**src/rtl/fifo_arb_pkg.sv**
```systemverilog
// Shared types and helpers for the FIFO write-port round-robin arbiter.
// Optional FIFO_ARB_STATS_EN support uses STALL_CNT_W from here.
package fifo_arb_pkg;

    typedef enum logic {
        ARB_IDLE  = 1'b0,
        ARB_BURST = 1'b1
    } arb_state_t;

    localparam int STALL_CNT_W = 16;

    // Never returns less than 1 so single-entry ranges still get a bit.
    function automatic int clog2(input int n);
        int r;
        r = 1;
        while ((1 << r) < n) r++;
        return r;
    endfunction

endpackage

```
**src/rtl/fifo_wr_arbiter_rr_pick.sv**
```systemverilog
// Rotating-priority encoder: first set req bit at or above rr_ptr,
// wrapping N-1 -> 0.
module rr_pick
    import fifo_arb_pkg::*;
#(
    parameter int N = 4,
    parameter int W = clog2(N)
) (
    input  logic [N-1:0] req,
    input  logic [W-1:0] rr_ptr,
    output logic [W-1:0] idx,
    output logic         any
);

    function automatic logic [W-1:0] wrap(input logic [W-1:0] base, input int k);
        int j;
        j = int'(base) + k;
        if (j >= N) j -= N;
        return W'(j);
    endfunction

    // Scan from the far end so the closest candidate is written last.
    always_comb begin
        idx = '0;
        any = |req;
        for (int k = N - 1; k >= 0; k--) begin
            if (req[wrap(rr_ptr, k)]) idx = wrap(rr_ptr, k);
        end
    end

endmodule

```
**src/rtl/fifo_wr_arbiter.sv**
```systemverilog
// Round-robin burst arbiter for the async FIFO write port (write-clock domain).
// Define FIFO_ARB_STATS_EN to add the saturating stall_cnt output.
module fifo_wr_arbiter
    import fifo_arb_pkg::*;
#(
    parameter int WIDTH     = 16,
    parameter int NUM_REQ   = 4,
    parameter int BURST_MAX = 4
) (
    input  logic                        clk,
    input  logic                        rst,
    input  logic [NUM_REQ-1:0]          req,
    input  logic [NUM_REQ*WIDTH-1:0]    req_data,
    input  logic [NUM_REQ-1:0]          req_last,
    output logic [NUM_REQ-1:0]          gnt,
    output logic                        wen,
    output logic [WIDTH-1:0]            wdata,
    input  logic                        is_full,
    output logic [clog2(NUM_REQ)-1:0]   owner,
    output logic                        busy
`ifdef FIFO_ARB_STATS_EN
    ,
    output logic [STALL_CNT_W-1:0]      stall_cnt
`endif
);

    localparam int OW = clog2(NUM_REQ);
    localparam int BW = clog2(BURST_MAX);
    localparam logic [BW-1:0] BEAT_LAST = BW'(BURST_MAX - 1);

    arb_state_t    state;
    logic [OW-1:0] rr_ptr;
    logic [OW-1:0] pick_idx;
    logic [OW-1:0] nxt_ptr;
    logic          pick_any;
    logic [BW-1:0] beat;
    logic          done;

    rr_pick #(
        .N (NUM_REQ),
        .W (OW)
    ) u_pick (
        .req    (req),
        .rr_ptr (rr_ptr),
        .idx    (pick_idx),
        .any    (pick_any)
    );

    // Outputs decode registered state only, so reset clears them at once.
    assign busy  = (state == ARB_BURST);
    assign wen   = busy & req[owner] & ~is_full;
    assign wdata = req_data[owner*WIDTH +: WIDTH];
    assign gnt   = wen ? (NUM_REQ'(1) << owner) : '0;

    assign done = (wen & (req_last[owner] | (beat == BEAT_LAST)))
                | (busy & ~req[owner]);

    assign nxt_ptr = (owner == OW'(NUM_REQ - 1)) ? '0 : owner + 1'b1;

    always_ff @(posedge clk or posedge rst) begin
        if (rst) begin
            state  <= ARB_IDLE;
            rr_ptr <= '0;
            owner  <= '0;
            beat   <= '0;
        end else begin
            unique case (state)
                ARB_IDLE: begin
                    if (pick_any) begin
                        owner <= pick_idx;
                        beat  <= '0;
                        state <= ARB_BURST;
                    end
                end
                ARB_BURST: begin
                    if (done) begin
                        state  <= ARB_IDLE;
                        rr_ptr <= nxt_ptr;
                    end else if (wen) begin
                        beat <= beat + 1'b1;
                    end
                end
            endcase
        end
    end

`ifdef FIFO_ARB_STATS_EN
    always_ff @(posedge clk or posedge rst) begin
        if (rst) begin
            stall_cnt <= '0;
        end else if (busy & req[owner] & is_full & (stall_cnt != '1)) begin
            stall_cnt <= stall_cnt + 1'b1;
        end
    end
`endif

endmodule

```
**config.mk**
```make
export PLATFORM = sky130hd
export DESIGN_NAME = fifo_wr_arbiter
export DESIGN_NICKNAME = d
export VERILOG_FILES = /design/src/rtl/fifo_arb_pkg.sv /design/src/rtl/fifo_wr_arbiter_rr_pick.sv /design/src/rtl/fifo_wr_arbiter.sv
export SDC_FILE = /design/constraint.sdc
export NUM_CORES = 1
export LEC_CHECK = 0
export CAP_MARGIN = 25
export CORE_ASPECT_RATIO = 1.75
export CORE_UTILIZATION = 26
export DETAILED_ROUTE_END_ITERATION = 16
export GPL_ROUTABILITY_DRIVEN = 0
export PLACE_DENSITY = 0.88
export SLEW_MARGIN = 0
export SYNTH_ARGS = -nofsm -noshare
export SYNTH_HDL_FRONTEND = slang
export SYNTH_SLANG_ARGS = --single-unit
```
**constraint.sdc**
```tcl
create_clock -name clk -period 1.6 [get_ports clk]
set_input_delay 0.24 -clock clk [delete_from_list [all_inputs] [get_ports clk]]
set_output_delay 0.24 -clock clk [all_outputs]
set_load 0.02 [all_outputs]
```
==> results of run 1 <==
[cell families after synthesis]
group,after synthesis,synth area share
mux,24,0.477
simple gates,20,0.115
compound gates,11,0.101
buf+inv,11,0.0577
flops,7,0.183
fa+ha+maj,5,0.0655
[through the flow]
stage / utilization / worst slack, ns
finish: 0.659 / -0.243
CTS: 0.634 / -0.246
global route: 0.659 / -0.273
floorplan: - / -0.0694
global placement: 0.611 / -0.660
detailed placement: 0.611 / -0.719
[flip-flops by register name, indices dropped and copies added, names as in the netlist]
signal / cells
rr_ptr: 2
busy: 1
owner: 2
beat: 2
[report_power, final]
part | internal (mW) | switching (mW) | leakage [nW]
clock network | 0.172 | 0.0723 | 0.0228
registers | 0.263 | 0.0979 | 0.0844
logic | 1.59 | 1.24 | 0.841
total | 2.03 | 1.41 | 0.948
[critical path: stages, from the launching register on]
cell and delay [ns]:
dfrtp_2 0.37, mux4_2 0.54, and3_4 0.20, and2_4 0.14, buf_6 0.12
[worst paths after layout]
| kind | to | slack [ns] | depth (start not counted) |
|---|---|---|---|
| setup / recovery | gnt[1] | -0.24 | 4 |
| max in group asynchronous | owner[1]$_DFFE_PP0P_ | 1.11 | 2 |
| hold reg to reg | beat[1]$_DFFE_PP0P_ | 0.55 | 2 |
| min in group clk | beat[1]$_DFFE_PP0P_ | 0.55 | 2 |
| setup reg to reg | rr_ptr[1]$_DFFE_PP0P_ | -0.20 | 6 |
| hold / removal | beat[1]$_DFFE_PP0P_ | 0.25 | 2 |
[area by class of cell]
cell class                      count  share of cell area
Sequential cell                     7              0.0785
Tap cell                           45              0.0249
Inverter                            6             0.00996
Multi-Input combinational cell     60               0.342
Timing Repair Buffer              116               0.523
Antenna cell                        1             0.00111
Clock buffer                        4              0.0199
[synth_stat cells (all sizes together)]
cell / n / area, um2
a31oi: 1 / 6.26
a22oi: 1 / 21.3
dfrtp: 7 / 175
buf: 5 / 32.5
and3: 1 / 11.3
nor2b: 2 / 20.0
inv: 6 / 22.5
nand2b: 2 / 12.5
o22ai: 1 / 6.26
mux2i: 5 / 50.1
mux2: 2 / 22.5
nand2: 6 / 22.5
o21ai: 1 / 5.00
ha: 5 / 62.6
a21bo: 1 / 10.0
o21a: 1 / 7.51
mux4: 17 / 383
nor2: 5 / 18.8
o41ai: 2 / 25.0
and2: 4 / 25.0
a21oi: 3 / 15.0
[routing by layer]
layer	GRT usage	wire length [um]	vias up
met2	0.442	2600	98
met4	0.139	211	0
met5	0	0	-
met1	0.207	1430	562
met3	0.0761	610	18
li1	-	-	536
[what timing repair did]
item	in CTS	in global routing
buffers inserted	1	1
hold buffers	0	0
pin swaps	1	1
cloned	0	1
endpoints found under the setup margin	28	27
endpoints found under the hold margin	0	0
gates resized for setup	129	14
==> impl_metrics.tcl, run 1 <==
set metrics [dict create \
    dr_total_vias 1214 \
    drtAntennaViolNets 0 \
    p_per_area_nw_per_um2 1520 \
    critPathKind "reg2out" \
    final_common_cell "clkdlybuf4s50_1" \
    synth.distinct_cells 27 \
    initial_utilization 0.278 \
    critPathLaunch "owner[1]$_DFFE_PP0P_" \
    max_freq_ghz 0.543 \
    rsz0062_at_grt "yes" \
    cts_made_buffers 3 \
    hold_slack_ns 0.253 \
    max_slew.worst_pin.slew_ns 0.333 \
    antenna_found_initial 1 \
    endpoint_kind "output port" \
    avgSynthCellArea_um2 12.2 \
    cts_tree "done" \
    layout.nets 274 \
    hp-class "in2async" \
    cts.reportedPaths.clkPinSlew_ns 0.04 \
    die_area_um2 3930 \
    dp.cells 231 \
    clock_path_buffers 2 \
    layout.cells.non_filler 239 \
    io_pins 99 \
    syn_inst 78 \
    grt_max_degree 24 \
    arrival_ns 1.60 \
    routed_wl_um 4850 \
    port_buffers 98 \
    dpl.hpwl_um 3970 \
    fin_skew_ns 0.000166 \
    drt-vias-per-instance 5.08 \
    grt_pass1_wl_um 6530 \
    cts_sinks 7 \
    fin_tns_setup_ns -4.27 \
    cp_max_fo 6 \
    setup_violations 26 \
    cp.required_ns 1.36 \
    drc 0 \
    drive_gt1_frac 0.383 \
    setup_ws_ns -0.243 \
    violations "negative setup slack" \
    drt_iter0_drc 22 \
    final.min_clock_period_ns 1.84 \
    drtPass1Iterations 4 \
    grt_pass1_vias 1311 \
    grt.overflow.total 0 \
    maxCapViolCount 0 \
    die_w_um 47.8 \
    p_leak_nw 0.948 \
    final_area_um2 2260 \
    finalHoldViolCount 0 \
    fin_crit_sh 1.15 \
    die_h_um 82.2 \
    syn_to_final_growth_pct 137 \
    ir_drop_mv 1.06 \
    wl_per_cell_um 20.3 \
    clk_latency_ns 0.22 \
    yosys_warnings 0 \
    fillers 267 \
    grt_usage 0.240 \
    synth.cell_area_um2 955 \
    core.rowCount 28 \
    status "finished with violations" \
    mostFrequentLayoutCells "70 x clkdlybuf4s50_1, 22 x buf_6, 17 x mux4_2" \
    place_area_um2 2100 \
    maxSlewHeadroom 0.775 \
    finalPower_mw 3.44 \
    register_area_um2 178 \
    yosysSeqAreaShare 0.183 \
    root_buffer "clkbuf_8" \
    slew_violations 0 \
    synth_nets 158 \
    ys_seq_elements 7 \
    coreArea_um2 3430 \
    rr_startpoint "owner[0]$_DFFE_PP0P_" \
    h-tree-depth 1 \
    multi_input_area_um2 774 \
    startpoint_type "register" \
]
(Power assumes the default switching activity.)
==> run 2, diff against run 1 <==
--- a/config.mk
+++ b/config.mk
@@ -7,6 +7,7 @@
 export LEC_CHECK = 0
 export CAP_MARGIN = 25
 export CORE_ASPECT_RATIO = 1.75
+export CORE_MARGIN = 2
 export CORE_UTILIZATION = 26
 export DETAILED_ROUTE_END_ITERATION = 16
 export GPL_ROUTABILITY_DRIVEN = 0
==> impl_metrics.tcl, run 2 (same netlist as run 1, synthesis figures left out) <==
set metrics [dict create \
    final_common_cell "clkdlybuf4s50_1" \
    grt.overflow.total 0 \
    setup_violations 26 \
    grt_use_met3 0.107 \
    h-tree-depth 1 \
    dpl.hpwl_um 3840 \
    io_pins 99 \
    maxCapViolCount 0 \
    fin_crit_sh 1.14 \
    cts_made_buffers 3 \
    arrival_ns 1.59 \
    crit_chain "mux4_2 > and3_4 > and2_4 > buf_6" \
    post-place-ws_ns -0.690 \
    violations "negative setup slack" \
    mostFrequentLayoutCells "70 x clkdlybuf4s50_1, 21 x buf_6, 17 x mux4_2" \
    cts_hold_buf 0 \
    place_area_um2 2110 \
    fillers 300 \
    dp.cells 233 \
    routed_wl_um 4430 \
    antenna_cells 0 \
    startpoint_type "register" \
    drc 0 \
    die_area_um2 4190 \
    drive_gt1_frac 0.391 \
    grt_usage 0.223 \
    cts.reportedPaths.clkPinSlew_ns 0.04 \
    status "finished with violations" \
    setup_ws_ns -0.227 \
    die_h_um 84.2 \
    hp-class "in2async" \
    slew_violations 0 \
    drt_iter0_drc 23 \
    crit_slowest_cell "mux4_2" \
    endpoint_kind "output port" \
    ir_drop_mv 1.05 \
    dr_total_vias 1158 \
    slowest_delay_ns 0.53 \
    final_area_um2 2240 \
    drtPass1Iterations 4 \
    critPathKind "reg2out" \
    p_per_area_nw_per_um2 1530 \
    syn_to_final_growth_pct 135 \
    drt-vias-per-instance 4.87 \
    die_w_um 49.8 \
    coreArea_um2 3560 \
    max_slew.worst_pin.slew_ns 0.294 \
    final.min_clock_period_ns 1.83 \
    clock_path_buffers 2 \
    cp_max_fo 6 \
    maxSlewHeadroom 0.804 \
    cp.required_ns 1.36 \
    root_buffer "clkbuf_8" \
    wl_per_cell_um 18.6 \
    initial_utilization 0.268 \
    core.rowCount 29 \
    max_freq_ghz 0.547 \
    fin_util 0.630 \
    grt_pass1_wl_um 7060 \
    cts_tree "done" \
    port_buffers 98 \
    drtAntennaViolNets 0 \
    layout.cells.non_filler 238 \
    clk_latency_ns 0.22 \
    largestRegisters "beat (2), owner (2), rr_ptr (2)" \
    grt_busiest_layer "met2" \
    met1_usage 0.240 \
    antenna_found_initial 0 \
    finalHoldViolCount 0 \
    grt_pass1_vias 1300 \
    p_leak_nw 0.943 \
    use_met2 0.375 \
    cts_sinks 7 \
    rsz0062_at_grt "yes" \
    grt_max_degree 24 \
    layout.nets 273 \
    fin_skew_ns 0.00244 \
]
run 2: through the flow:
step	hold WS [ns]	power (mW)	setup TNS, ns
after detailed placement	0.492	2.92	-9.85
after global placement	0.489	2.86	-9.41
final	0.247	3.42	-4.07
after global routing	0.280	3.63	-5.21
after CTS	0.253	3.41	-4.10
after floorplan	0.0433	1.80	-0.694
run 2: layout make-up:
type	count	area (um2)	area share
clock buffers	4	45.0	0.0201
inverters	6	22.5	0.0101
multi-input cells	60	782	0.349
flip-flops and latches	7	178	0.0793
well taps	46	57.6	0.0257
repair buffers	115	1150	0.516
run 2: power breakdown:
part | switching (mW) | internal, mW
registers | 0.0882 | 0.264
logic | 1.25 | 1.57
clock network | 0.0706 | 0.172
run 2: layer usage:
layer,routed length (um),vias to the layer above
li1,-,532
met1,1540,536
met2,2170,82
met4,107,0
met3,616,8
met5,0,-
run 2: path summary, 6_finish.rpt:
check	start	end	slack (ns)	depth (start not counted)
setup reg to reg	owner[0]$_DFFE_PP0P_	rr_ptr[1]$_DFFE_PP0P_	-0.18	6
hold / removal	rst	rr_ptr[0]$_DFFE_PP0P_	0.25	2
hold reg to reg	rr_ptr[0]$_DFFE_PP0P_	rr_ptr[0]$_DFFE_PP0P_	0.54	1
min in group clk	rr_ptr[0]$_DFFE_PP0P_	rr_ptr[0]$_DFFE_PP0P_	0.54	1
setup / recovery	owner[1]$_DFFE_PP0P_	gnt[0]	-0.23	4
max in group asynchronous	rst	owner[1]$_DFFE_PP0P_	1.12	2
run 2: repair_timing:
| item | in CTS | in global routing |
|---|---|---|
| setup buffers | 1 | 0 |
| endpoints found under the setup margin | 28 | 27 |
| gates resized for setup | 139 | 5 |
| pin swaps | 1 | 0 |
run 2: critical path, delay by kind of cell, from the launching register on:
kind	cells	cell delay [ns]
simple gates	2	0.34
buf+inv	1	0.12
mux	1	0.53
flops	1	0.37
